===== src/rtl/muldiv_hilo_unit.sv =====
// Iterative radix-2 multiply/divide unit that owns the HI/LO registers.
// Define MULDIV_FAST_MUL_EN to use a single-cycle multiplier for MULT/MULTU.
module muldiv_hilo_unit #(
  parameter int unsigned WIDTH = 32,
  parameter int unsigned CNT_W = 6
) (
  input  logic             clk,
  input  logic             rst,
  input  logic             start,
  input  logic [1:0]       op,
  input  logic [WIDTH-1:0] src_a,
  input  logic [WIDTH-1:0] src_b,
  input  logic             mthi,
  input  logic             mtlo,
  input  logic             flush,
  output logic             busy,
  output logic             done,
  output logic [WIDTH-1:0] hi,
  output logic [WIDTH-1:0] lo,
  output logic             div_zero
);

  typedef enum logic [1:0] {StIdle, StRun, StFix} state_e;

  state_e             state_q, state_d;
  logic [1:0]         op_q, op_d;
  logic [CNT_W-1:0]   cnt_q, cnt_d;
  logic [2*WIDTH-1:0] acc_q, acc_d;
  logic [WIDTH-1:0]   opb_q, opb_d;
  logic               neg_res_q, neg_res_d;
  logic               neg_rem_q, neg_rem_d;
  logic [WIDTH-1:0]   hi_q, hi_d;
  logic [WIDTH-1:0]   lo_q, lo_d;
  logic               done_q, done_d;
  logic               div_zero_q, div_zero_d;

  logic               is_signed;
  logic               sign_a, sign_b;
  logic [WIDTH-1:0]   mag_a, mag_b;
  logic [WIDTH:0]     mul_sum;
  logic [2*WIDTH-1:0] mul_next;
  logic [WIDTH:0]     div_shift;
  logic [WIDTH-1:0]   div_sub;
  logic [2*WIDTH-1:0] div_next;
  logic [2*WIDTH-1:0] prod_fix;
  logic [WIDTH-1:0]   quo_fix, rem_fix;
`ifdef MULDIV_FAST_MUL_EN
  logic [2*WIDTH-1:0] fast_prod;
`endif

  always_comb begin
    is_signed = ~op[0];
    sign_a    = is_signed & src_a[WIDTH-1];
    sign_b    = is_signed & src_b[WIDTH-1];
    mag_a     = sign_a ? -src_a : src_a;
    mag_b     = sign_b ? -src_b : src_b;
`ifdef MULDIV_FAST_MUL_EN
    fast_prod = {{WIDTH{1'b0}}, mag_a} * {{WIDTH{1'b0}}, mag_b};
`endif
  end

  // Multiply: acc = {partial, multiplier}; add multiplicand on LSB, shift right.
  // Divide:   acc = {remainder, quotient}; restoring shift-subtract.
  always_comb begin
    mul_sum   = {1'b0, acc_q[2*WIDTH-1:WIDTH]} + (acc_q[0] ? {1'b0, opb_q} : '0);
    mul_next  = {mul_sum, acc_q[WIDTH-1:1]};
    div_shift = acc_q[2*WIDTH-1:WIDTH-1];
    div_sub   = div_shift[WIDTH-1:0] - opb_q;
    div_next  = (div_shift >= {1'b0, opb_q}) ? {div_sub, acc_q[WIDTH-2:0], 1'b1}
                                             : {div_shift[WIDTH-1:0], acc_q[WIDTH-2:0], 1'b0};
  end

  // Divide by zero leaves |dividend| in the remainder, so the dividend-sign
  // correction restores the raw dividend for HI.
  always_comb begin
    prod_fix = neg_res_q ? -acc_q : acc_q;
    quo_fix  = div_zero_q ? '1 : (neg_res_q ? -acc_q[WIDTH-1:0] : acc_q[WIDTH-1:0]);
    rem_fix  = neg_rem_q ? -acc_q[2*WIDTH-1:WIDTH] : acc_q[2*WIDTH-1:WIDTH];
  end

  always_comb begin
    state_d    = state_q;
    op_d       = op_q;
    cnt_d      = cnt_q;
    acc_d      = acc_q;
    opb_d      = opb_q;
    neg_res_d  = neg_res_q;
    neg_rem_d  = neg_rem_q;
    hi_d       = hi_q;
    lo_d       = lo_q;
    done_d     = 1'b0;
    div_zero_d = div_zero_q;
    if (flush) begin
      state_d = StIdle;
    end else begin
      unique case (state_q)
        StIdle: begin
          if (start) begin
            op_d       = op;
            cnt_d      = '0;
            opb_d      = op[1] ? mag_b : mag_a;
            neg_res_d  = sign_a ^ sign_b;
            neg_rem_d  = sign_a;
            div_zero_d = op[1] & (src_b == '0);
`ifdef MULDIV_FAST_MUL_EN
            state_d    = op[1] ? StRun : StFix;
            acc_d      = op[1] ? {{WIDTH{1'b0}}, mag_a} : fast_prod;
`else
            state_d    = StRun;
            acc_d      = {{WIDTH{1'b0}}, op[1] ? mag_a : mag_b};
`endif
          end else begin
            if (mthi) hi_d = src_a;
            if (mtlo) lo_d = src_a;
          end
        end
        StRun: begin
          cnt_d = cnt_q + CNT_W'(1);
          acc_d = op_q[1] ? div_next : mul_next;
          if (cnt_q == CNT_W'(WIDTH - 1)) state_d = StFix;
        end
        StFix: begin
          if (op_q[1]) begin
            hi_d = rem_fix;
            lo_d = quo_fix;
          end else begin
            {hi_d, lo_d} = prod_fix;
          end
          done_d  = 1'b1;
          state_d = StIdle;
        end
        default: state_d = StIdle;
      endcase
    end
  end

  always_ff @(posedge clk) begin
    if (rst) begin
      state_q    <= StIdle;
      op_q       <= '0;
      cnt_q      <= '0;
      acc_q      <= '0;
      opb_q      <= '0;
      neg_res_q  <= 1'b0;
      neg_rem_q  <= 1'b0;
      hi_q       <= '0;
      lo_q       <= '0;
      done_q     <= 1'b0;
      div_zero_q <= 1'b0;
    end else begin
      state_q    <= state_d;
      op_q       <= op_d;
      cnt_q      <= cnt_d;
      acc_q      <= acc_d;
      opb_q      <= opb_d;
      neg_res_q  <= neg_res_d;
      neg_rem_q  <= neg_rem_d;
      hi_q       <= hi_d;
      lo_q       <= lo_d;
      done_q     <= done_d;
      div_zero_q <= div_zero_d;
    end
  end

  assign busy     = (state_q != StIdle);
  assign done     = done_q;
  assign hi       = hi_q;
  assign lo       = lo_q;
  assign div_zero = div_zero_q;

endmodule

===== config.mk =====
export PLATFORM = sky130hd
export DESIGN_NAME = muldiv_hilo_unit
export DESIGN_NICKNAME = d
export VERILOG_FILES = /design/src/rtl/muldiv_hilo_unit.sv
export SDC_FILE = /design/constraint.sdc
export NUM_CORES = 1
export LEC_CHECK = 0
export ABC_AREA = 1
export CAP_MARGIN = 20
export CELL_PAD_IN_SITES_DETAIL_PLACEMENT = 0
export CELL_PAD_IN_SITES_GLOBAL_PLACEMENT = 1
export CORE_ASPECT_RATIO = 1.5
export CORE_UTILIZATION = 37
export CTS_CLUSTER_SIZE = 30
export DETAILED_ROUTE_END_ITERATION = 12
export GPL_TIMING_DRIVEN = 0
export PLACE_DENSITY_LB_ADDON = 0.1
export SLEW_MARGIN = 10
export SYNTH_ARGS = -nofsm -noshare
export SYNTH_HDL_FRONTEND = slang
export SYNTH_SLANG_ARGS = --single-unit

===== constraint.sdc =====
create_clock -name clk -period 2.4 [get_ports clk]
set_input_delay 0.48 -clock clk [delete_from_list [all_inputs] [get_ports clk]]
set_output_delay 0.48 -clock clk [all_outputs]
set_load 0.1 [all_outputs]

==> run metrics, run 1 <==
status finished with violations; violations in the final reports setup timing; area leader, netlist dfxtp_1; I/O Pins 139; Gate power share 41.2%; RSZ-0062 raised after global routing yes; Global Route Usage Sum 41.1%; Yosys Warn Count 0; Switch Pwr 4.65 mW; Data required, critical path 2800 ps; CTS tree done; number of synthesized register bits 173; sequential area share after synthesis 19.4%; Setup Viol. Count Final 19; Final nets 3627; CTS Hold Buffers Added 0; post-route cell area 0.0239 mm2; arrival time of the worst setup path 2950 ps; HPWL Detailed 84.7 mm; FF-to-FF End acc_q[43]; CP max FO 5; Fill cells 5095; Die Area 0.0491 mm2; Root Driver clkbuf_16; Mapped Nets 3375; antenna-violating nets left 0; final worst setup slack -146 ps; Final Wtd Congestion 1.06; Clock Pin Slew Worst Setup and Hold Paths 80 ps; wire length per cell 25.3 um; total CTS buffers 17; Crit Path Class reg2reg; cell with the most instances after synthesis nand2_1; via count 23.4k; Reg-to-Reg Start acc_q[0]; # port buffers 137; total core area 0.0476 mm2; first-pass GRT wire length 146 mm; vias in the first global route 22.2k; Syn Std Cell Area 0.0178 mm2; r2r setup slk -150 ps; Area growth, synth to finish 33.8%; largest net degree at the start of global routing 18; Critical Path Start Type flop; Lkg Pwr 11.3 nW; CTS Buffer Depth 2; Synth Instances 3232; MaxCap Viol Count 0; Reg area 0.00367 mm2; Routed WL 104 mm; pre-CTS setup slack -1200 ps; initial DRC count 1937; top_reg_cell synth dfxtp_1; DR DRC count 0; Post-synth ARST share 0%; crit path capture type flop; crit path to acc_q[43]; skew final 14.0 ps; final worst path period share 106%; hold crit path type in2reg; Placed Area 0.0199 mm2; Slew @ Worst Pin 986 ps; GR Overflow Total 0; top cells by area, synth dfxtp_1 (19%), nand2_1 (19%), inv_1 (9.6%), o21ai_0 (7.9%), nand3_1 (7.8%); average vias per placed instance 5.72; worst setup path startpoint acc_q[0]; EDFF count, synth 0; maximum VDD drop 0.000599 V; most common library cells after synthesis nand2_1 (892), inv_1 (457), nor2_1 (350); Pint 5.99 mW; Distinct cells, synth 52; post-synth top area share 19.4%; Post-Syn Area per Cell 5.51 um2; footprint of the multi-input gates 0.0143 mm2; die width 181 um; Final Hold Vio Count 0; Max Freq 393 MHz; cell area power density 446 mW/mm2; Clk Latency, worst-skew pair 490 ps; fin crit period 2550 ps; htree depth 4; Sw Share 43.7%; register share of total power 29.7%; Std-Cell Rows 98; layout cell share with drive strength beyond 1 20.9%; Initial DRT Pass Iterations 6; Max Slew Vio Count 0; Die H 271 um; Reg2Reg Depth 15; Clk pwr share 29.1%; Slew headroom 34.3%; starting density of the core 37.5%; initial antenna violation count 2; Num Clock Sinks 173
==> power groups by stage <==
stage,clock network (mW),registers [mW],logic [mW]
floorplan,0,3.54,2.02
global placement,0,3.25,3.69
detailed placement,0,3.25,3.70
CTS,3.06,3.16,3.95
global route,3.18,3.17,4.63
finish,3.10,3.16,4.39
==> cell usage in the layout (no fill, tap or decap), types with 8 or more instances in the layout <==
cell type	n
nor2_1	307
nand3_4	8
nor2_4	31
a21oi_2	42
nor2_2	26
nand3b_1	8
o21ai_0	246
a21oi_1	211
clkbuf_16	20
nand2_4	30
clkbuf_1	56
o21ai_1	28
dfxtp_1	109
or2_2	11
nand3_1	244
dfxtp_2	12
inv_1	408
clkbuf_2	28
buf_1	13
a31oi_1	31
buf_4	94
nand2_2	119
nand3_2	35
nor3_1	28
a21oi_4	8
buf_2	16
o21ai_2	16
nand4_1	40
xor2_1	44
o21bai_1	12
dlygate4sd2_1	67
dfxtp_4	52
o211ai_1	36
nand2_1	758
ha_4	62
inv_2	51
clkdlybuf4s50_1	64
==> state kept, by name, summed over array words and instances, names as in the netlist, 2 cells and up <==
register,cells
acc_q,64
cnt_q,6
hi,32
lo,32
opb_q,32
state_q,2
==> through the flow <==
stage | hold WS [ps] | power, mW | std cells | util, % | TNS, ps
final | 418 | 10.6 | 4098 | 50.1 | -868
after CTS | 464 | 10.2 | 4040 | 47.3 | -94.3
after detailed placement | 456 | 6.95 | 3969 | 41.9 | -80860
after floorplan | 424 | 5.56 | 3232 | - | 0
after global routing | 437 | 11.0 | 4097 | 50.1 | -3500
after global placement | 440 | 6.94 | 3969 | 41.9 | -82370
==> routing by layer <==
layer,wire [um],GRT usage [%],vias up
li1,-,-,10997
met1,35700,42.6,10837
met2,50400,71.9,1198
met3,6820,6.08,413
met4,10600,36.2,2
met5,15,0,-
==> worst min-delay path by stage <==
stage,from,to,slack [ps],cells after the start
final,src_a[0],opb_q[0],420,3
after global routing,src_a[0],opb_q[0],440,3
after detailed placement,cnt_q[5],cnt_q[5],460,1
after global placement,cnt_q[5],cnt_q[5],440,1
after floorplan,cnt_q[5],cnt_q[5],420,1
after CTS,cnt_q[5],cnt_q[5],460,1
==> critical path, cell delays in order (launching register included) <==
cell     delay [ps]
dfxtp_2         320
buf_6           140
nand2_4          70
inv_4            50
ha_4            140
inv_4            40
fa_2            360
o21ai_4         280
buf_6           140
nand4_1         120
nand3_4         180
buf_4           140
nor2_1           40
o21ai_2         220
nand3_1         110
a21oi_1         120
==> layout make-up <==
type                            instances  area share (%)
Inverter                              470            7.52
Timing Repair Buffer                  235            8.87
Sequential cell                       173            15.4
Multi-Input combinational cell       2464            59.8
Clock buffer                           17            1.78
Buffer                                123            2.57
Antenna cell                            1          0.0105
Clock inverter                         15           0.850
Tap cell                              600            3.15
==> cells by family after synthesis <==
group | count (synthesis) | share of synthesized area, %
and+or+nand+nor | 1667 | 39.3
adders and majority gates | 71 | 5.07
xor gates and xnor gates | 55 | 2.70
DFF | 173 | 19.4
buffers and inverters | 595 | 12.9
AOI/OAI and AO/OA | 671 | 20.6
==> what timing repair did <==
action,CTS,global route
hold endpoints to repair,0,0
resized for setup,546,275
cloned,0,3
pin swaps,51,66
buffers inserted,40,55
setup endpoints to repair,216,136
(Power assumes the default switching activity.)
==> run 2, diff against run 1 <==
--- a/config.mk
+++ b/config.mk
@@ -6,7 +6,6 @@
 export NUM_CORES = 1
 export LEC_CHECK = 0
 export ABC_AREA = 1
-export CAP_MARGIN = 20
 export CELL_PAD_IN_SITES_DETAIL_PLACEMENT = 0
 export CELL_PAD_IN_SITES_GLOBAL_PLACEMENT = 1
 export CORE_ASPECT_RATIO = 1.5
==> results of run 2 <==
The final DEF is identical to that of run 1; final timing and power are the same.
==> run 3, diff against run 2 <==
--- a/config.mk
+++ b/config.mk
@@ -13,7 +13,7 @@
 export CTS_CLUSTER_SIZE = 30
 export DETAILED_ROUTE_END_ITERATION = 12
 export GPL_TIMING_DRIVEN = 0
-export PLACE_DENSITY_LB_ADDON = 0.1
+export PLACE_DENSITY = 0.83
 export SLEW_MARGIN = 10
 export SYNTH_ARGS = -nofsm -noshare
 export SYNTH_HDL_FRONTEND = slang
==> run metrics, run 3 (synthesis results as in run 1) <==
Area growth, synth to finish 35.9%; Setup Viol. Count Final 20 (+1); Hold Path End opb_q[0]; initial antenna violation count 0 (-2); layout cell share with drive strength beyond 1 21.5% (+0.58 points); Max Slew Vio Count 0 (unchanged); Clk Latency, worst-skew pair 470 ps (-20 ps); min-delay src src_b[0]; final worst setup slack -158 ps (-11.8 ps); cell area power density 436 mW/mm2 (-2.3%); Final nets 3639 (+0.33%); vias in the first global route 22.3k (+0.36%); Root Driver clkbuf_16; total core area 0.0476 mm2 (unchanged); Die Area 0.0491 mm2 (unchanged); largest register by flop count acc_q; FF-to-FF End acc_q[47]; most common cell after layout, fill and taps aside nand2_1; I/O Pins 139 (unchanged); Reg-to-Reg Start acc_q[0]; arrival time of the worst setup path 2890 ps (-60 ps); Lkg Pwr 11.7 nW (+3.4%); final worst path period share 107% (+0.49 points); violations in the final reports setup timing; Global Route Usage Sum 39.5% (-1.6 points); Data required, critical path 2730 ps (-70 ps); total CTS buffers 17 (unchanged); Reg2Reg Depth 17 (+2); Initial DRT Pass Iterations 7 (+1); Slew @ Worst Pin 985 ps (-0.375 ps); post-route cell area 0.0242 mm2 (+1.6%); CTS Buffer Depth 2 (unchanged); die width 181 um (unchanged); Final Wtd Congestion 1.04 (-2.1%); wire length per cell 24.6 um (-2.8%); Slew headroom 34.6% (+0.29 points); n_diodes 0 (-1); Num Clock Sinks 173 (unchanged); crit path capture type flop; Clock Pin Slew Worst Setup and Hold Paths 80 ps (about the same); Die H 271 um (unchanged); RSZ-0062 raised after global routing yes; Fin Hold WS 455 ps (+36.7 ps); initial DRC count 2087 (+7.7%); Critical Path Start Type flop; largest net degree at the start of global routing 17 (-1); Routed WL 101 mm (-2.5%); Final Hold Vio Count 0 (unchanged); skew final 16.4 ps (+2.37 ps); CP max FO 7 (+2); most frequent cells in the layout nand2_1 (772), inv_1 (407), nor2_1 (291), o21ai_0 (247), nand3_1 (238); maximum VDD drop 0.000573 V (-4.2%); hold crit path type in2reg; CTS Hold Buffers Added 0 (unchanged); Std-Cell Rows 98 (unchanged); pre-CTS setup slack -1160 ps (+41.7 ps); DR DRC count 0 (unchanged); MaxCap Viol Count 0 (unchanged); first-pass GRT wire length 141 mm (-3.3%); starting density of the core 37.5% (unchanged); HPWL Detailed 81.3 mm (-4.0%); total power 10.6 mW (-0.75%); average vias per placed instance 5.80 (+1.3%); WHS Path Cells 3 (unchanged); Placed Area 0.0199 mm2 (unchanged); antenna-violating nets left 0 (unchanged); r2r setup slk -160 ps (about the same); Crit Path Class reg2reg; CTS tree done; Max Freq 391 MHz (-0.46%); status finished with violations; htree depth 4 (unchanged); via count 23.8k (+1.6%); max reg flops 64 (unchanged); # port buffers 137 (unchanged); fin crit period 2560 ps (+11.8 ps); GR Overflow Total 0 (unchanged)
[run 3: cell types whose count changed in the layout (fill, tap and decap cells not counted), moves of 5 or more]
| cell | delta |
|---|---|
| nand2_2 | -29 |
| nor2_1 | -16 |
| nand2_4 | +15 |
| nand2_1 | +14 |
| nor2_2 | +11 |
| buf_4 | +8 |
| dfxtp_4 | -7 |
| a21oi_1 | -6 |
| nand3_1 | -6 |
| o21ai_4 | +6 |
| a21oi_4 | +5 |
| clkbuf_1 | +5 |
| nor2_4 | +5 |
| o21ai_1 | -5 |
[run 3: report_power, final]
part | internal, mW | switching (mW) | total (mW)
registers | 2.97 | 0.199 | 3.17
logic | 1.29 | 2.99 | 4.29
clock network | 1.73 | 1.38 | 3.11
total | 6.00 | 4.57 | 10.6
[run 3: what timing repair did]
action / in CTS / in global routing
endpoints found under the hold margin: 0 / 0
gates resized for setup: 469 / 397
setup endpoints to repair: 186 / 142
pin swaps: 42 / 129
cloned: 0 / 1
setup buffers: 39 / 70
[run 3: worst max-delay path by stage]
| stage | cells past startpoint | to | slack [ps] | from |
|---|---|---|---|---|
| global placement | 18 | acc_q[57] | -1160 | acc_q[0] |
| floorplan | 16 | acc_q[40] | 20 | acc_q[0] |
| finish | 17 | acc_q[47] | -160 | acc_q[0] |
| CTS | 19 | acc_q[57] | -70 | acc_q[0] |
| detailed placement | 15 | acc_q[45] | -1160 | acc_q[0] |
| global route | 17 | acc_q[53] | -280 | acc_q[0] |
[run 3: through the flow]
stage	setup TNS (ps)	util [%]	cells
after global routing	-3920	50.9	4109
after floorplan	0	-	3232
after detailed placement	-68150	41.9	3969
after global placement	-69070	41.9	3969
final	-1280	50.9	4109
after CTS	-197	46.9	4040
[run 3: metal layers]
layer,track usage [%],wire [um]
met5,0,0
met4,38.4,12200
met3,5.79,7100
met2,69.1,48000
met1,39.6,33600
[run 3: layout make-up]
class / count / area, um2
flip-flops and latches: 173 / 3650
clock buffers: 20 / 457
clock inverters: 12 / 173
repair buffers: 247 / 2190
fillers: 5093 / 23400
plain buffers: 123 / 612
inverters: 470 / 1810
well taps: 600 / 751
multi-input cells: 2464 / 14600
[run 3: worst max-delay path: stages, from the launching register on]
cell	delay, ps
dfxtp_2	340
buf_12	140
nand2_4	60
inv_2	70
ha_4	140
inv_4	40
fa_2	370
o21ai_4	320
buf_6	160
nand4_1	120
nand3_4	140
nand2_2	70
nand3_1	80
nand3_2	110
nand2_1	90
inv_1	40
nand2_1	70
a21oi_2	50
